File: src/rtl/exc_sequencer_pkg.sv
// Shared definitions for the exception sequencer: FSM encoding, cause codes
// and the legal-opcode set.
package exc_sequencer_pkg;

   typedef enum logic [2:0] {
      IDLE    = 3'd0,
      FLUSH   = 3'd1,
      VECTOR  = 3'd2,
      HANDLER = 3'd3,
      RETURN  = 3'd4,
      FATAL   = 3'd5
   } state_t;

   typedef enum logic [1:0] {
      CAUSE_NONE = 2'b00,
      CAUSE_OVF  = 2'b01,
      CAUSE_ILL  = 2'b10
   } cause_t;

   // Bit n set means opcode n is legal: {0,4,5,6,8,B,C,F}
   localparam logic [15:0] LEGAL_OPS = 16'h9971;

   function automatic logic is_legal(input logic [3:0] op);
      return LEGAL_OPS[op];
   endfunction

endpackage

File: src/rtl/exc_sequencer_if.sv
// Decode-stage inputs and pipeline-control outputs of the exception sequencer.
interface exc_sequencer_if;
   logic [15:0] instruct;
   logic        instr_valid;
   logic        overflow;
   logic [15:0] pc_in;
   logic        eret;
   logic        flush;
   logic        stall;
   logic        pc_sel;
   logic [15:0] pc_target;
   logic [15:0] epc;
   logic [1:0]  cause;
   logic        in_handler;
   logic        fatal;
   logic [7:0]  exc_count;

   modport slave (
      input  instruct, instr_valid, overflow, pc_in, eret,
      output flush, stall, pc_sel, pc_target, epc, cause, in_handler, fatal, exc_count
   );

   modport master (
      output instruct, instr_valid, overflow, pc_in, eret,
      input  flush, stall, pc_sel, pc_target, epc, cause, in_handler, fatal, exc_count
   );
endinterface

File: src/rtl/exc_sequencer_detect.sv
// Combinational exception detector; overflow outranks an illegal opcode.
module exc_detect
   import exc_sequencer_pkg::*;
(
   input  logic [3:0] opcode,
   input  logic       instr_valid,
   input  logic       overflow,
   output logic       evt,
   output cause_t     code
);

   always_comb begin
      evt  = 1'b0;
      code = CAUSE_NONE;
      if (instr_valid && overflow) begin
         evt  = 1'b1;
         code = CAUSE_OVF;
      end else if (instr_valid && !is_legal(opcode)) begin
         evt  = 1'b1;
         code = CAUSE_ILL;
      end
   end

endmodule

File: src/rtl/exc_sequencer.sv
// Exception sequencer: flushes the pipe, vectors to the handler, returns on
// eret and locks up on a nested exception.
module exc_sequencer
   import exc_sequencer_pkg::*;
#(
   parameter logic [15:0] VECTOR_ADDR  = 16'h0FF0,
   parameter int unsigned FLUSH_CYCLES = 2
) (
   input logic           clk,
   input logic           rst,
   exc_sequencer_if.slave bus
);

   localparam logic [3:0] FLUSH_LAST = 4'(FLUSH_CYCLES - 1);

   state_t      state, next_state;
   logic [3:0]  flush_cnt;
   logic [15:0] epc_q;
   cause_t      cause_q;
   logic [7:0]  exc_cnt_q;
   logic        evt;
   cause_t      code;

   logic        flush, stall, pc_sel, in_handler, fatal;
   logic [15:0] pc_target;

   exc_detect u_detect (
      .opcode      (bus.instruct[15:12]),
      .instr_valid (bus.instr_valid),
      .overflow    (bus.overflow),
      .evt         (evt),
      .code        (code)
   );

   always_ff @(posedge clk or posedge rst) begin
      if (rst) state <= IDLE;
      else     state <= next_state;
   end

   // Outputs decode from state (and the epc register) only.
   always_comb begin
      next_state = state;
      flush      = 1'b0;
      stall      = 1'b0;
      pc_sel     = 1'b0;
      pc_target  = 16'h0000;
      in_handler = 1'b0;
      fatal      = 1'b0;
      case (state)
         IDLE:    if (evt) next_state = FLUSH;
         FLUSH: begin
            flush = 1'b1;
            stall = 1'b1;
            if (flush_cnt == 4'd0) next_state = VECTOR;
         end
         VECTOR: begin
            pc_sel     = 1'b1;
            pc_target  = VECTOR_ADDR;
            next_state = HANDLER;
         end
         HANDLER: begin
            in_handler = 1'b1;
            if (evt)          next_state = FATAL;
            else if (bus.eret) next_state = RETURN;
         end
         RETURN: begin
            pc_sel     = 1'b1;
            pc_target  = epc_q;
            next_state = IDLE;
         end
         FATAL: begin
            fatal = 1'b1;
            stall = 1'b1;
            flush = 1'b1;
         end
         default: next_state = IDLE;
      endcase
   end

   // Only an event taken from IDLE updates epc/cause/count; nested ones do not.
   always_ff @(posedge clk or posedge rst) begin
      if (rst) begin
         epc_q     <= 16'h0000;
         cause_q   <= CAUSE_NONE;
         exc_cnt_q <= 8'h00;
         flush_cnt <= 4'd0;
      end else begin
         if (state == IDLE && evt) begin
            epc_q     <= bus.pc_in;
            cause_q   <= code;
            flush_cnt <= FLUSH_LAST;
            if (exc_cnt_q != 8'hFF) exc_cnt_q <= exc_cnt_q + 8'd1;
         end
         if (state == FLUSH && flush_cnt != 4'd0) flush_cnt <= flush_cnt - 4'd1;
         if (state == RETURN) cause_q <= CAUSE_NONE;
      end
   end

   assign bus.flush      = flush;
   assign bus.stall      = stall;
   assign bus.pc_sel     = pc_sel;
   assign bus.pc_target  = pc_target;
   assign bus.epc        = epc_q;
   assign bus.cause      = cause_q;
   assign bus.in_handler = in_handler;
   assign bus.fatal      = fatal;
   assign bus.exc_count  = exc_cnt_q;

endmodule

File: src/flat_wrapper.sv
// flat-port wrapper written by rule: the top's interface ports become plain ports
module exc_sequencer_flat import exc_sequencer_pkg::*;
#(
   parameter logic [15:0] VECTOR_ADDR  = 16'h0FF0,
   parameter int unsigned FLUSH_CYCLES = 2
)
  (clk, rst, bus_instruct, bus_instr_valid, bus_overflow, bus_pc_in, bus_eret, bus_flush, bus_stall, bus_pc_sel, bus_pc_target, bus_epc, bus_cause, bus_in_handler, bus_fatal, bus_exc_count);
  exc_sequencer_if bus_i ();
  input logic clk;
  input logic rst;
  input wire logic [$bits(bus_i.instruct)-1:0] bus_instruct;
  input wire logic [$bits(bus_i.instr_valid)-1:0] bus_instr_valid;
  input wire logic [$bits(bus_i.overflow)-1:0] bus_overflow;
  input wire logic [$bits(bus_i.pc_in)-1:0] bus_pc_in;
  input wire logic [$bits(bus_i.eret)-1:0] bus_eret;
  output wire logic [$bits(bus_i.flush)-1:0] bus_flush;
  output wire logic [$bits(bus_i.stall)-1:0] bus_stall;
  output wire logic [$bits(bus_i.pc_sel)-1:0] bus_pc_sel;
  output wire logic [$bits(bus_i.pc_target)-1:0] bus_pc_target;
  output wire logic [$bits(bus_i.epc)-1:0] bus_epc;
  output wire logic [$bits(bus_i.cause)-1:0] bus_cause;
  output wire logic [$bits(bus_i.in_handler)-1:0] bus_in_handler;
  output wire logic [$bits(bus_i.fatal)-1:0] bus_fatal;
  output wire logic [$bits(bus_i.exc_count)-1:0] bus_exc_count;
  assign bus_i.instruct = bus_instruct;
  assign bus_i.instr_valid = bus_instr_valid;
  assign bus_i.overflow = bus_overflow;
  assign bus_i.pc_in = bus_pc_in;
  assign bus_i.eret = bus_eret;
  assign bus_flush = bus_i.flush;
  assign bus_stall = bus_i.stall;
  assign bus_pc_sel = bus_i.pc_sel;
  assign bus_pc_target = bus_i.pc_target;
  assign bus_epc = bus_i.epc;
  assign bus_cause = bus_i.cause;
  assign bus_in_handler = bus_i.in_handler;
  assign bus_fatal = bus_i.fatal;
  assign bus_exc_count = bus_i.exc_count;
  exc_sequencer #(.VECTOR_ADDR(VECTOR_ADDR), .FLUSH_CYCLES(FLUSH_CYCLES)) u_core (.clk(clk), .rst(rst), .bus(bus_i));
endmodule
File: config.mk
export PLATFORM = sky130hd
export DESIGN_NAME = exc_sequencer_flat
export DESIGN_NICKNAME = d
export VERILOG_FILES = /design/src/rtl/exc_sequencer_pkg.sv /design/src/rtl/exc_sequencer_if.sv /design/src/rtl/exc_sequencer_detect.sv /design/src/rtl/exc_sequencer.sv /design/src/flat_wrapper.sv
export SDC_FILE = /design/constraint.sdc
export NUM_CORES = 1
export LEC_CHECK = 0
export BUFFER_PORTS_ARGS = -buffer_cell sky130_fd_sc_hd__buf_2
export CORE_UTILIZATION = 49
export CTS_CLUSTER_DIAMETER = 120
export DETAILED_ROUTE_END_ITERATION = 8
export PLACE_DENSITY = 0.85
export SLEW_MARGIN = 20
export SYNTH_ARGS = -nofsm -noshare
export SYNTH_HDL_FRONTEND = slang
export SYNTH_HIERARCHICAL = 1
export SYNTH_SLANG_ARGS = --single-unit
File: constraint.sdc
create_clock -name clk -period 3.1 [get_ports clk]
set_clock_uncertainty 0.2 [all_clocks]
set_input_delay 0.465 -clock clk [delete_from_list [all_inputs] [get_ports clk]]
set_output_delay 0.465 -clock clk [all_outputs]
set_load 0.01 [all_outputs]
==> results.tsv <==
stage	metric	value	unit
sta	Total Neg Setup Slack	0	ns
yosys	number of distinct library cells after synthesis	32	
clock_tree	H-tree Lvls	2	
drt	Detailed Routing Iterations Pass 1	4	
yosys	Post-synth EDFFs	0	
power	PwrDens	929	nW/um^2
floorplanning	total core area	3360	um^2
hold_path	Hold Crit Class	input port to asynchronous set/reset pin	
global_route	global-route wire length before repair	6220	um
cells_and_area	Layout Nets	320	
critical_path	Crit Path Class	flip-flop to output pin	
global_route	largest net degree at the start of global routing	34	
floorplanning	floorplan row count	21	
cells_and_area	area delta synth->final	27.6	%
sta	FMAX	0.368	GHz
power	Net Sw Frac	42.9	%
clock_tree	CTS tree	yes	
yosys	Cell Area, Synth	1740	um^2
floorplanning	Initial Util	51.6	%
power	cell-internal power	0.00118	W
cells_and_area	Diodes inserted	0	
sta	Final Hold Fails	4	
drt	routed vias	1651	
yosys	leading cell type by number of instances after synthesis	nand2_1	
yosys	post-synth top area share	47.6	%
drt	WL/cell	12.1	um
critical_path	Crit path largest cell delay	0.50	ns
critical_path	CP endpoint kind	output pin	
placed_design	dpl ws	0.369	ns
floorplanning	DIE AREA	3790	um^2
power	Max IR drop VDD	605	uV
critical_path	crit-path max FO	11	
power	Final Power	0.00206	W
clock_tree	Root Buffer	clkbuf_4	
yosys	Syn Area/Cell	8.43	um^2
drt	antenna-violating nets left	0	
critical_path	Worst Path Required	2.43	ns
floorplanning	Die Height	61.5	um
sta	final cycle utilization of the critical path	87.6	%
floorplanning	Die X	61.5	um
sta	RSZ-0062 raised after global routing	no	
yosys	Mapped Cells	206	
placed_design	GPL Wtd Cong	0.756	
yosys	Post-Syn Nets	247	
power	P_leak	1.24	nW
drt	DRC	0	
yosys	Yosys Warn Count	6	
sta	Max-slew headroom	43.6	%
clock_tree	Clock Latency Late Sink	0.33	ns
global_route	GRT Util Overall	22.7	%
placed_design	HPWL after DPL	2860	um
global_route	initial antenna violation count	0	
yosys	register area share after synthesis	47.6	%
drt	Vias/cell	5.08	
drt	routed wire length	3940	um
yosys	Yosys reg bits	33	
critical_path	worst reg2reg path startpoint	u_core/flush_cnt[0]	
clock_tree	clock sinks	33	
sta	setup violators final	0	
sta	min cycle time layout	2.71	ns
power	Sw Pwr	0.000883	W
clock_tree	Worst-path clk slew	0.10	ns
power	Flop pwr share	37.7	%
critical_path	Worst Setup Start Kind	flip-flop	
cells_and_area	final instance area	2220	um^2
sta	Slew Viols, Final	0	
yosys	Yosys top cell by area	dfrtp_1	
critical_path	CP max-delay cell	dfrtp_1	
yosys	Async S/R FF share, synth	100	%
global_route	total congestion overflow	0	
yosys	Commonest cells post-synth	nand2_1, dfrtp_1, inv_1, nor2_1, a21oi_1	
run	Max Cap Violations	0	
placed_design	Placed Area	2140	um^2
power	clock power share	14.7	%
clock_tree	Post-CTS Setup Bufs	0	
clock_tree	total CTS buffers	5	
placed_design	port bufs	71	
yosys	largest cells by area after synthesis	dfrtp_1, nand2_1, a21oi_1	
sta	worst setup margin	0.385	ns
yosys	Main synth FF type	dfrtp_1	
critical_path	crit path from	u_core/state[2]	
power	combinational power share	47.5	%
floorplanning	Ports	84	
critical_path	crit-path cells	inv_1, nor2_1, buf_4, nand2_1, a21oi_1, buf_2	
sta	Tightest Pin Transition	0.833	ns
status	outcome	complete, but fails checks	
drt	DR iter-0 viols	88	
clock_tree	Post-CTS Hold Fix Bufs	0	
sta	final hold slack	-0.000844	ns
cells_and_area	ratio of cells with drive above 1 in the final layout	31.9	%
critical_path	WP data arrival	2.05	ns
status	violated checks	hold timing	
clock_tree	deepest clock path buffer count	2	
global_route	vias in the first global route	1435	
clock_tree	CTS resizes	0	
layout make-up:
cell class | count | area (um^2)
fillers | 313 | 1150
flip-flops and latches | 33 | 826
multi-input cells | 149 | 811
repair buffers | 77 | 400
well taps | 46 | 57.6
inverters | 13 | 48.8
clock buffers | 5 | 37.5
clock inverters | 2 | 35.0
metrics by stage:
step                std cells  util [%]
global placement          318      63.7
finish                    325      65.9
CTS                       325      65.9
global route              325      65.9
floorplan                 206         -
detailed placement        318      63.7
layer usage:
| metal | GRT usage [%] | part of all wire, % |
|---|---|---|
| met5 | 0 | 0 |
| met4 | 9.52 | 2.0 |
| met3 | 6.51 | 6.1 |
| met2 | 37.5 | 50 |
| met1 | 27.8 | 42 |
logic make-up (layout without fill, tap and decap cells):
kind of cell	count (synthesis)	count (layout)	synth area share (%)
XOR/XNOR	4	4	2.02
AO/OA/AOI/OAI	28	28	10.2
adder cells (fa/ha/maj)	4	4	2.88
buffers and inverters	24	97	5.76
multiplexers	4	4	2.52
AND/OR/NAND/NOR	109	109	29.1
flip-flops	33	33	47.6
power groups by stage:
stage               clock network [W]  registers, W  logic, W
floorplan                           0      0.000813  0.000591
global placement                    0      0.000776  0.000950
detailed placement                  0      0.000781  0.000977
CTS                          0.000311      0.000775  0.000981
global route                 0.000341      0.000805   0.00111
finish                       0.000303      0.000777  0.000979
critical path, delay by kind of cell (launching register included):
kind	cells	cell delay [ns]
buffers and inverters	3	0.53
DFF	1	0.50
AOI/OAI and AO/OA	1	0.14
and+or+nand+nor	2	0.55
final timing paths:
path                       slack [ns]             endpoint  cells after the start
max                              0.39     bus_pc_target[7]                      6
min                           -0.0008   u_core/bus.epc[15]                      3
max reg2reg                      1.00      u_core/state[1]                      6
min reg2reg                      0.30    u_core/bus.epc[2]                      2
max in group asynchronous        2.39  u_core/flush_cnt[1]                      3
min in group clk                 0.11    u_core/bus.epc[7]                      3
sequential cells by signal (all words and copies together) (netlist names):
register              count
u_core/state              3
u_core/bus.epc           16
u_core/bus.exc_count      8
u_core/bus.cause          2
u_core/flush_cnt          4
cell usage in the layout, fill, tap and decap left out:
cell,instances
and3_1,9
a311oi_1,1
a41oi_1,1
nand2b_1,4
a21oi_1,12
clkinv_2,1
xnor2_1,4
o311ai_1,1
a22o_1,3
or3_1,2
nor3_1,3
buf_4,6
ha_1,4
a31oi_1,1
and4_1,1
clkbuf_4,5
a311oi_2,1
dfrtp_1,33
o21ai_0,7
nand3_1,5
nor2b_1,2
mux2i_1,1
a21boi_0,1
nor2_1,13
nor4b_4,1
nor3b_1,1
mux2_2,3
nand4_1,4
and2_1,1
or2_1,1
bufinv_16,1
inv_1,13
nand2_1,62
buf_2,71
(Power assumes the default switching activity.)
